===== config.mk =====
export PLATFORM = sky130hd
export DESIGN_NAME = time_set_input
export DESIGN_NICKNAME = d
export VERILOG_FILES = /design/src/rtl/time_set_input.sv
export SDC_FILE = /design/constraint.sdc
export NUM_CORES = 1
export LEC_CHECK = 0
export BUFFER_PORTS_ARGS = -buffer_cell sky130_fd_sc_hd__clkbuf_2
export CORE_ASPECT_RATIO = 0.5
export CORE_MARGIN = 2
export CORE_UTILIZATION = 50
export CTS_CLUSTER_DIAMETER = 30
export DETAILED_ROUTE_END_ITERATION = 8
export PLACE_DENSITY = 0.77
export SKIP_CTS_REPAIR_TIMING = 1
export SYNTH_ARGS = -nofsm -noshare
export SYNTH_HDL_FRONTEND = slang
export SYNTH_SLANG_ARGS = --single-unit
export TNS_END_PERCENT = 100

===== constraint.sdc =====
create_clock -name clk_osc -period 6.3 [get_ports clk_osc]
set_input_delay 1.575 -clock clk_osc [delete_from_list [all_inputs] [get_ports clk_osc]]
set_output_delay 1.575 -clock clk_osc [all_outputs]
set_load 0.1 [all_outputs]

===== src/rtl/time_set_input.sv =====
// Push-button front end (synchronise, debounce, edge-detect) and the MM:SS edit FSM
// that lets the user pick a BCD digit, step it up/down, and commit it via a load strobe.
module time_set_input #(
  parameter int DEBOUNCE_CYCLES = 1_000_000,
  parameter int TIMEOUT_CYCLES  = 1_000_000_000
) (
  input  logic        clk_osc,
  input  logic        reset_n,
  input  logic [4:0]  push,
  input  logic [15:0] time_in,
  output logic [4:0]  press,
  output logic        edit_active,
  output logic [1:0]  digit_sel,
  output logic [15:0] time_out,
  output logic        time_load
);

  localparam int DW = $clog2(DEBOUNCE_CYCLES);
  localparam int TW = $clog2(TIMEOUT_CYCLES);
  localparam logic [DW-1:0] DEB_LAST = DW'(DEBOUNCE_CYCLES - 1);
  localparam logic [TW-1:0] TO_LAST  = TW'(TIMEOUT_CYCLES - 1);

  localparam int B_U = 0;
  localparam int B_D = 1;
  localparam int B_L = 2;
  localparam int B_R = 3;
  localparam int B_M = 4;

  typedef enum logic [1:0] {
    IDLE   = 2'd0,
    EDIT   = 2'd1,
    COMMIT = 2'd2
  } state_e;

  logic [4:0]         sync1_q, sync2_q;
  logic [4:0]         stable_q, stable_d, stable_dly_q;
  logic [4:0]         press_q;
  logic [4:0][DW-1:0] deb_cnt_q, deb_cnt_d;

  always_ff @(posedge clk_osc or negedge reset_n) begin
    if (!reset_n) begin
      sync1_q      <= '0;
      sync2_q      <= '0;
      stable_q     <= '0;
      stable_dly_q <= '0;
      deb_cnt_q    <= '0;
      press_q      <= '0;
    end else begin
      // NOTE: non-blocking assignments keep every register sampling the pre-edge values,
      // which is what makes sync1 -> sync2 a real two-stage pipeline.
      sync1_q      <= push;
      sync2_q      <= sync1_q;
      stable_q     <= stable_d;
      stable_dly_q <= stable_q;
      deb_cnt_q    <= deb_cnt_d;
      press_q      <= stable_q & ~stable_dly_q;
    end
  end

  always_comb begin
    // NOTE: every output of this block gets a default before any branch, so no path
    // leaves a value unassigned and no latch is inferred.
    stable_d  = stable_q;
    deb_cnt_d = '0;
    for (int i = 0; i < 5; i++) begin
      if (sync2_q[i] != stable_q[i]) begin
        if (deb_cnt_q[i] == DEB_LAST) stable_d[i] = sync2_q[i];
        else                          deb_cnt_d[i] = deb_cnt_q[i] + DW'(1);
      end
    end
  end

  // One action per cycle: m > u > d > l > r.
  logic any_press, act_m, act_u, act_d, act_l, act_r;

  always_comb begin
    any_press = |press_q;
    act_m     = press_q[B_M];
    act_u     = press_q[B_U] & ~press_q[B_M];
    act_d     = press_q[B_D] & ~|{press_q[B_M], press_q[B_U]};
    act_l     = press_q[B_L] & ~|{press_q[B_M], press_q[B_U], press_q[B_D]};
    act_r     = press_q[B_R] & ~|{press_q[B_M], press_q[B_U], press_q[B_D], press_q[B_L]};
  end

  state_e        state_q, state_d;
  logic [15:0]   time_out_q, time_out_d;
  logic [1:0]    digit_sel_q, digit_sel_d;
  logic [TW-1:0] to_cnt_q, to_cnt_d;

  // Tens-of-minutes and tens-of-seconds digits (odd positions) top out at 5.
  logic [3:0] digit_lsb, cur_digit, max_digit, inc_digit, dec_digit;

  always_comb begin
    digit_lsb = {digit_sel_q, 2'b00};
    cur_digit = time_out_q[digit_lsb +: 4];
    max_digit = digit_sel_q[0] ? 4'd5 : 4'd9;
    inc_digit = (cur_digit >= max_digit) ? 4'd0 : cur_digit + 4'd1;
    dec_digit = (cur_digit == 4'd0 || cur_digit > max_digit) ? max_digit
                                                              : cur_digit - 4'd1;
  end

  always_ff @(posedge clk_osc or negedge reset_n) begin
    if (!reset_n) state_q <= IDLE;
    else          state_q <= state_d;
  end

  always_comb begin
    state_d = state_q;
    unique case (state_q)
      IDLE:    if (act_m) state_d = EDIT;
      EDIT: begin
        if (act_m)                                   state_d = COMMIT;
        else if (!any_press && to_cnt_q == TO_LAST)  state_d = IDLE;
      end
      COMMIT:  state_d = IDLE;
      default: state_d = IDLE;
    endcase
  end

  always_comb begin
    time_out_d  = time_out_q;
    digit_sel_d = digit_sel_q;
    to_cnt_d    = to_cnt_q;
    unique case (state_q)
      IDLE: begin
        if (act_m) begin
          time_out_d  = time_in;
          digit_sel_d = 2'd3;
          to_cnt_d    = '0;
        end
      end
      EDIT: begin
        if (any_press)              to_cnt_d = '0;
        else if (to_cnt_q != TO_LAST) to_cnt_d = to_cnt_q + TW'(1);

        if (act_u)      time_out_d[digit_lsb +: 4] = inc_digit;
        else if (act_d) time_out_d[digit_lsb +: 4] = dec_digit;
        else if (act_l) digit_sel_d = digit_sel_q + 2'd1;
        else if (act_r) digit_sel_d = digit_sel_q - 2'd1;
      end
      default: ;
    endcase
  end

  always_ff @(posedge clk_osc or negedge reset_n) begin
    if (!reset_n) begin
      time_out_q  <= '0;
      digit_sel_q <= 2'd3;
      to_cnt_q    <= '0;
    end else begin
      time_out_q  <= time_out_d;
      digit_sel_q <= digit_sel_d;
      to_cnt_q    <= to_cnt_d;
    end
  end

  always_comb begin
    edit_active = (state_q == EDIT);
    time_load   = (state_q == COMMIT);
  end

  assign press     = press_q;
  assign digit_sel = digit_sel_q;
  assign time_out  = time_out_q;

endmodule


# After elaboration in Yosys (flattened, before gate mapping)
# Cells that the tools add are included.
# totals
regBits	175
inputBits	23
out_inout_bits	25
# classes
n_reduce_logical	22
eq_ne	21
addsub	11
order_cmp	2
n_shift	4
bitwise	7
muxes	33
# ops
cell	count
two-way mux 20 bit	10
adder 20 x 1 -> 20 bit (second input constant)	5
equality test 20 bit (second input constant)	5
two-way mux 30 bit	3
case mux 30 bit (2 select lines)	1
two-way mux 16 bit	3
bitwise mux 16 bit	2
case mux 16 bit (2 select lines)	1
indexed part select 4 x 6 -> 16 bit	2
adder 30 x 1 -> 30 bit (second input constant)	1
equality test 30 bit (second input constant)	1
!= test 30 bit (second input constant)	1
two-way mux 2 bit	8
variable shift 4 x 6 -> 16 bit (first input constant)	1
indexed part select 16 x 5 -> 4 bit	1
two-way mux 4 bit	3
!= test 3 x 1 -> 1 bit (second input constant)	4
AND reduction 2 bit	6
case mux 2 bit (2 select lines)	2
!= test 2 bit (second input constant)	3
negator 4 -> 6 bit	1
AND reduction 3 bit	2
AND 5 bit	1
!= test 1 bit	5
22 further kinds	28

# Logic depth before layout (Yosys ltp)
# Gate-level depths: netlist (run 1).
# depth
ltp_word	9
ltp_mapped	10

# Worst setup path after synthesis (run 1)
# No wires, ideal clock.
# synth_timing
path_type	register -> output
start	register state_q[1]
end	output port time_load
path_stages_with_launch	2
t_required_ns	4.725
path_buffers	0
arrival_time_ns	1.760
slack_ns	2.965
path_cell_list	dfrtp_1 nor2b_1
# synth_between
elab_chain_cells	1
# synth_rtl
item	line_no	text
from (decl)	85	state_e state_q, state_d;
from (signal assigned)	104	else state_q <= state_d;
equality test 2 bit	159	time_load = (state_q == COMMIT);
to (decl)	15	output logic time_load
# Every way passes these cells.

# Worst setup path in the final report (run 1)
# layout_timing
start	register state_q[1]
end	output port edit_active
# layout_between
elab_chain_cells	1
# layout_rtl
item	line_no	text
equality test 2 x 1 -> 1 bit	158	edit_active = (state_q == EDIT);
to (decl)	12	output logic edit_active,
# Every way passes these cells.

==> metrics.md, run 1 <==
| Metric | Value |
|---|---|
| Status | finished clean |
| WS Path Type | reg -> out |
| CP endpoint kind | primary output |
| Final ANT Viol Nets | 0 |
| Clk_lat worst skew | 0.43 ns |
| # clock sinks | 175 |
| Net Switching | 0.545 mW |
| Synth async-reset ratio | 100% |
| RSZ-0062 raised after global routing | no |
| Overall power | 2.26 mW |
| Post-Syn Nets | 942 |
| Die X-Extent | 192 um |
| Flop pwr share | 50.6% |
| Hold_sp | sync1_q[1]$_DFF_PN0_ |
| Power per cell area | 230 nW/um2 |
| Slew headroom | 25.8% |
| Die Footprint | 18,800 um2 |
| Starting DRT DRC Count | 459 |
| Synth top area cells | dfrtp_1 (49%), xor2_1 (6.1%), nor2_1 (5.9%), nand3_1 (3.7%), xnor2_1 (3.7%) |
| Global-route wire length before repair | 31.5 mm |
| Htree depth | 4 |
| Final Cycle Share | 61.3% |
| Final hold slack | 0.351 ns |
| Layout area overhead | 11.2% |
| FILL cells | 1,452 |
| EDFF count, synth | 0 |
| Final HPWL DP | 12.3 mm |
| Skew final | 0.0124 ns |
| CP Launch Point | state_q[1]$_DFFE_PN0P_ |
| CORE AREA | 17,300 um2 |
| Multi-input logic area | 4220 um2 |
| Comb pwr share | 2.5% |
| Avg Cell Area, Syn | 9.77 um2 |
| RD Place Congestion | 0.854 |
| Endpoints failing hold | 0 |
| Sw Share | 24.1% |
| Register area share after synthesis | 49.6% |
| GRT Residual Overflow | 0 |
| Post-route setup TNS | 0 ns |
| Actual slew at the worst max-slew pin | 1.11 ns |
| Fmax | 259 MHz |
| Min cycle time layout | 3.86 ns |
| CTS tree | yes |
| Top Usage Layer GRT | met2 |
| GR Util met3 | 4.46% |
| #FFs+latches synth | 175 |
| # IOs | 48 |
| DR vias/cell | 5.80 |
| Synth Instances | 903 |
| Synth area leader | dfrtp_1 |
| Root buffer cell | clkbuf_16 |
| Number of global-route vias before repair | 6,668 |
| Endpoint arrival time on the critical path | 2.29 ns |
| Reg2reg start | to_cnt_q[0]$_DFFE_PN0P_ |
| Main synth FF type | dfrtp_1 |
| Met2 GRT Util | 32.4% |
| Max Cap Viol | 0 |
| Top-area cell type share of the netlist area | 49.1% |
| Final-report max-slew violation count | 0 |
| PortBufs | 47 |
| Ant diodes | 0 |
| CP required | 4.72 ns |
| Drc violations | 0 |
| Seq. cell area | 4380 um2 |
| VDD IR max | 176 uV |
| Initial Util | 51.0% |
| GR Layer Usage met1 | 28.7% |
| Drt wl/cell | 15.6 um |
| Final setup fails | 0 |
| NumNets Final | 981 |
| Die Y | 97.9 um |
| Worst min path class | reg -> reg |
| Startpoint types | register |
| Internal power | 1.72 mW |
| Drt first pass iters | 4 |
| Clock Power Share | 46.9% |
| Netlist Area Pre-Place | 8830 um2 |
| Layout cells sized above 1 | 11.8% |
| Initial antenna violation count | 0 |
| Synth warn | 0 |
| Worst-path clk slew | 0.07 ns |
| Static leakage power | 4.22 nW |
| Largest net degree at the start of global routing | 74 |
| CTS Buf Count | 17 |
| Row cnt | 34 |
| Clk buf depth | 2 |
| GRT Overall Usage | 20.5% |
| Via count | 6,896 |
| WL final | 18.5 mm |
| Max FO, Critical Path | 26 |
| Synth cell types | 56 |
-- flip-flops by register name, summed over array words and instances (netlist names) --
name,flops
state_q,2
to_cnt_q,30
digit_sel,2
deb_cnt_q,100
time_out,16
sync1_q,5
stable_q,5
sync2_q,5
press,5
stable_dly_q,5
-- cell families after synthesis --
kind of cell / Yosys count / share of synthesized area [%]
XOR/XNOR: 98 / 9.72
flip-flops: 175 / 49.6
AO/OA/AOI/OAI: 127 / 8.99
adder cells (fa/ha/maj): 16 / 2.27
AND/OR/NAND/NOR: 429 / 25.0
buffers and inverters: 48 / 2.55
multiplexers: 10 / 1.77
-- worst max-delay path, cell delays in order, from the launching register on --
cell	delay, ns
dfrtp_1	0.44
nand2b_1	0.59
inv_2	0.33
clkbuf_2	0.50
-- area by class of cell --
| cell class | count | area share, % |
|---|---|---|
| multi-input combinational | 680 | 43.0 |
| clock buffer | 17 | 4.34 |
| timing repair buffer | 50 | 2.69 |
| tap | 234 | 2.98 |
| sequential | 175 | 44.7 |
| inverter | 18 | 0.689 |
| clock inverter | 15 | 1.66 |
-- per-layer routing --
layer	vias up	share of wire [%]	wire (um)
met1	3416	46	8610
met4	0	1.3	246
met5	-	0	0
met3	27	5.1	937
met2	192	47	8740
li1	3261	-	-
-- final timing paths --
check,end,slack (ns),cells past startpoint
setup / recovery,edit_active,2.44,3
hold / removal,sync2_q[1]$_DFF_PN0_,0.35,0
setup reg to reg,to_cnt_q[8]$_DFFE_PN0P_,2.95,8
hold reg to reg,sync2_q[1]$_DFF_PN0_,0.35,0
max in group asynchronous,deb_cnt_q[67]$_DFF_PN0_,4.01,2
min in group asynchronous,deb_cnt_q[31]$_DFF_PN0_,1.14,1
-- stage by stage --
| stage | cell area, um2 | instances | worst slack (ns) | utilization [%] |
|---|---|---|---|---|
| finish | 9810 | 1189 | 2.44 | 56.7 |
| global route | 9810 | 1189 | 2.36 | 56.7 |
| CTS | 9810 | 1189 | 2.48 | 56.7 |
| detailed placement | 9230 | 1157 | 2.95 | 53.3 |
| global placement | 9230 | 1157 | 2.99 | 53.3 |
| floorplan | 8830 | 903 | 2.97 | - |
-- synthesized netlist by cell type (2+ instances only) --
cell type,number
clkbuf_1,18
nand2b_1,12
a211oi_1,2
o21ai_1,15
a21oi_1,24
mux2_2,5
a31oi_1,9
nor4_1,9
buf_4,2
dfrtp_1,173
mux4_2,4
xor2_1,61
o211ai_1,6
o21ai_0,34
nor4b_1,9
nand2_1,58
dfstp_2,2
a221o_1,2
o31ai_1,23
ha_1,16
or2_2,7
nor2b_1,19
nor2_1,139
inv_1,17
nor3_1,12
nand4b_1,2
nand4_1,28
o41ai_1,3
nand3_1,66
and2_1,10
nand3b_1,2
xnor2_1,37
buf_2,5
and3_1,29
nor4_2,2
a41oi_1,3
buf_6,4
and4_1,16
-- power by group through the flow --
stage | sequential [mW] | clock, mW | combinational (mW)
detailed placement | 1.17 | 0 | 0.0585
floorplan | 1.16 | 0 | 0.0235
CTS | 1.14 | 1.08 | 0.0588
global placement | 1.16 | 0 | 0.0565
global route | 1.14 | 1.13 | 0.0668
finish | 1.14 | 1.06 | 0.0563
-- placed cells by master, fill, tap and decap left out, types with 17 or more instances in the layout --
| master | n |
|---|---|
| nand3_1 | 66 |
| dfrtp_1 | 173 |
| xor2_1 | 61 |
| a21oi_1 | 24 |
| nand4_1 | 28 |
| nor2b_1 | 19 |
| nor2_1 | 139 |
| nand2_1 | 58 |
| clkbuf_16 | 17 |
| o31ai_1 | 23 |
| and3_1 | 29 |
| inv_1 | 17 |
| xnor2_1 | 37 |
| o21ai_0 | 34 |
| clkbuf_2 | 46 |
No activity file was read; power rests on OpenSTA's default activity.
==> inputs of run 2 (changes only) <==
--- a/config.mk
+++ b/config.mk
@@ -5,13 +5,14 @@
 export SDC_FILE = /design/constraint.sdc
 export NUM_CORES = 1
 export LEC_CHECK = 0
+export ABC_AREA = 1
 export BUFFER_PORTS_ARGS = -buffer_cell sky130_fd_sc_hd__clkbuf_2
 export CORE_ASPECT_RATIO = 0.5
 export CORE_MARGIN = 2
 export CORE_UTILIZATION = 50
 export CTS_CLUSTER_DIAMETER = 30
 export DETAILED_ROUTE_END_ITERATION = 8
-export PLACE_DENSITY = 0.77
+export PLACE_DENSITY = 0.8
 export SKIP_CTS_REPAIR_TIMING = 1
 export SYNTH_ARGS = -nofsm -noshare
 export SYNTH_HDL_FRONTEND = slang
==> constraint.sdc (replaced) <==
create_clock -name clk_osc -period 3.3 [get_ports clk_osc]
set_input_delay 0.825 -clock clk_osc [delete_from_list [all_inputs] [get_ports clk_osc]]
set_output_delay 0.825 -clock clk_osc [all_outputs]
set_load 0.1 [all_outputs]
==> run 2 against run 1 <==
Worst hold slack got worse by 0.075 ns. Register-to-register slack worse by 2.5 ns. Largest power group unchanged. Combinational power grew 110%. Via count rose by 21%. Sequential share of layout area is 3.7 points lower. Wire length is 22% higher. First-iteration DRC count increased by 41%. Clock skew up 0.0034 ns.
==> metrics.md, run 2 <==
| Metric | Value |
|---|---|
| Htree depth | 4 (unchanged) |
| Top-count cell post-synth | nand2_1 |
| Final setup margin | 0.426 ns (-2.01 ns) |
| VDD IR max | 359 uV (+100%) |
| GRT Overall Usage | 23.5% (+2.9 points) |
| Most common cell after layout, fill and taps aside | nand2_1 |
| Final Cycle Share | 87.1% |
| Startpoint types | register |
| Row cnt | 35 (+2.9%) |
| Ant diodes | 0 (unchanged) |
| Crit path cell chain | inv_4 -> nand2_1 -> nand3_1 -> nand2_1 -> inv_1 -> ha_1 -> a21oi_1 -> nand2_1 -> nor2_1 -> o21ai_0 -> o21ai_1 -> nand2_1 -> nor2_1 -> nand3_1 -> a21boi_1 |
| RSZ-0062 raised after global routing | no |
| Main synth FF type | dfrtp_1 |
| Post-route setup TNS | 0 ns (unchanged) |
| Register area share after synthesis | 45.6% (-4.1 points) |
| Clk_lat worst skew | 0.44 ns (about the same) |
| Layout cells sized above 1 | 11.3% (-0.50 points) |
| CP required | 3.65 ns (-1.07 ns) |
| Max FO, Critical Path | 16 (-38%) |
| Bufs and invs on worst path | 2 (unchanged) |
| DR vias/cell | 5.48 (-5.6%) |
| Fmax | 348 MHz |
| Initial Util | 51.6% (+0.66 points) |
| CP Launch Point | digit_sel[0]$_DFFE_PN1P_ |
| NumNets Final | 1,289 (+31%) |
| Die Footprint | 20,400 um2 (+8.6%) |
| GRT Residual Overflow | 0 (unchanged) |
| Synth area leader | dfrtp_1 |
| Die X-Extent | 200 um (+4.3%) |
| Avg Cell Area, Syn | 8.01 um2 (-18%) |
| Actual slew at the worst max-slew pin | 0.895 ns (-0.214 ns) |
| FILL cells | 1,625 (+12%) |
| EDFF count, synth | 0 (unchanged) |
| Max Cap Viol | 0 (unchanged) |
| PortBufs | 47 (unchanged) |
| Top-area cell type share of the netlist area | 45.0% (-4.0 points) |
| Die Y | 102 um (+4.2%) |
| Layout area overhead | 11.3% (about the same) |
| Post-Syn Nets | 1,239 (+32%) |
| Biggest register | deb_cnt_q |
| CORE AREA | 18,600 um2 (+7.5%) |
| Via count | 8,330 (+21%) |
| Starting DRT DRC Count | 648 (+41%) |
| Drt first pass iters | 5 (+1) |
| RD Place Congestion | 0.975 (+14%) |
| Min cycle time layout | 2.87 ns |
| Status | finished clean |
| Final HPWL DP | 16.3 mm (+32%) |
| Clk buf depth | 2 (unchanged) |
| Critical path's most frequent cell | nand2_1 |
| Power per cell area | 403 nW/um2 (+75%) |
| Largest net degree at the start of global routing | 76 (+2.7%) |
| Synth cell types | 50 (-11%) |
| Delay-heaviest family, CP | simple AND/OR/NAND/NOR gates |
| Endpoint arrival time on the critical path | 3.22 ns (+0.93 ns) |
| Root buffer cell | clkbuf_16 |
| WL final | 22.7 mm (+22%) |
| Global-route wire length before repair | 38.2 mm (+22%) |
| Synth warn | 0 (unchanged) |
| Final-report max-slew violation count | 0 (unchanged) |
| CP endpoint kind | register |
| Synth cell count leaders | nand2_1 (211), dfrtp_1 (173), inv_1 (164), nor2_1 (153), nand3_1 (89) |
| Worst slack, placed | 0.500 ns (-2.45 ns) |
| Reg2reg start | digit_sel[0]$_DFFE_PN1P_ |
| Worst min path class | in -> async |
| Synth Instances | 1,200 (+33%) |
| Netlist Area Pre-Place | 9610 um2 (+8.9%) |
| Synth async-reset ratio | 100% (unchanged) |
| CTS tree | yes |
| Skew final | 0.0157 ns (+0.00335 ns) |
| Endpoints failing hold | 0 (unchanged) |
| Slew headroom | 39.8% (+14 points) |
| Number of global-route vias before repair | 8,147 (+22%) |
| Final setup fails | 0 (unchanged) |
| Commonest cells after routing, fill and taps aside | nand2_1 (211), dfrtp_1 (173), inv_1 (164), nor2_1 (153), nand3_1 (89) |
| # IOs | 48 (unchanged) |
| Static leakage power | 4.81 nW (+14%) |
| Synth top area cells | dfrtp_1 (45%), nand2_1 (8.2%), inv_1 (6.4%), nor2_1 (6.0%), nand3_1 (4.6%) |
| Initial antenna violation count | 0 (unchanged) |
| # clock sinks | 175 (unchanged) |
| WS Path Type | reg -> reg |
| CTS Buf Count | 17 (unchanged) |
| Drt wl/cell | 14.9 um (-4.3%) |
| Max incr delay on CP | 0.70 ns (+0.11 ns) |
| Largest register FFs | 100 (unchanged) |
| Slowest CP cell | dfstp_2 |
| #FFs+latches synth | 175 (unchanged) |
| Drc violations | 0 (unchanged) |
| Final ANT Viol Nets | 0 (unchanged) |
| Worst-path clk slew | 0.07 ns (about the same) |
[run 2: changes by cell type after synthesis, sizes merged, moves of 16 or more]
cell,delta
nor2b,-19
o31ai,-24
inv,+150
and4,-16
xnor2,-26
nand3,+27
a21oi,+25
nor2,+29
nand4,+16
and3,-26
nor3,+48
nand2,+161
[run 2: kinds of logic (layout without fill, tap and decap cells)]
logic type	Yosys count	in the layout	share of synthesized area, %
buffers and inverters	193	255	8.11
flip-flops	175	175	45.6
multiplexers	6	6	0.690
AO/OA/AOI/OAI	126	126	7.68
XOR/XNOR	57	57	5.19
adder cells (fa/ha/maj)	16	16	2.08
AND/OR/NAND/NOR	627	627	30.6
[run 2: layer usage]
| layer | up-vias | routed length [um] | GRT usage [%] |
|---|---|---|---|
| li1 | 4048 | - | - |
| met1 | 4027 | 10600 | 31.9 |
| met2 | 221 | 10600 | 39.3 |
| met3 | 34 | 1150 | 3.53 |
| met4 | 0 | 336 | 7.41 |
| met5 | - | 0 | 0 |
[run 2: final cells by class]
cell class,count,area [um2],area share [%]
Clock buffer,17,425,3.98
Multi-Input combinational cell,832,4450,41.6
Inverter,169,637,5.96
Sequential cell,175,4380,41.0
Clock inverter,14,163,1.52
Tap cell,259,324,3.03
Timing Repair Buffer,55,314,2.94
[run 2: where the power goes]
| part | switching (mW) | internal, mW | total [mW] |
|---|---|---|---|
| clock network | 0.989 | 1.02 | 2.01 |
| logic | 0.0852 | 0.0344 | 0.120 |
| registers | 0.0148 | 2.16 | 2.18 |
[run 2: final timing paths]
kind / end / cells past startpoint / slack, ns
max: time_out[14]$_DFFE_PN0P_ / 15 / 0.43
min: deb_cnt_q[33]$_DFF_PN0_ / 1 / 0.28
max reg2reg: time_out[14]$_DFFE_PN0P_ / 15 / 0.43
min reg2reg: sync2_q[3]$_DFF_PN0_ / 0 / 0.35
max in group asynchronous: time_out[6]$_DFFE_PN0P_ / 2 / 2.24
min in group clk_osc: sync2_q[3]$_DFF_PN0_ / 0 / 0.35
[run 2: metrics by stage]
| step | instance area (um2) | total power [mW] | hold slack [ns] | std cells | utilization (%) |
|---|---|---|---|---|---|
| 6_report | 10700 | 4.31 | 0.276 | 1521 | 57.5 |
| 5_1_grt | 10700 | 4.45 | 0.284 | 1521 | 57.5 |
| 4_1_cts | 10700 | 4.35 | 0.277 | 1521 | 57.5 |
| 3_5_place_dp | 10100 | 2.34 | 0.336 | 1490 | 54.3 |
| 3_3_place_gp | 10100 | 2.34 | 0.333 | 1490 | 54.3 |
| 2_1_floorplan | 9610 | 2.27 | 0.331 | 1200 | - |
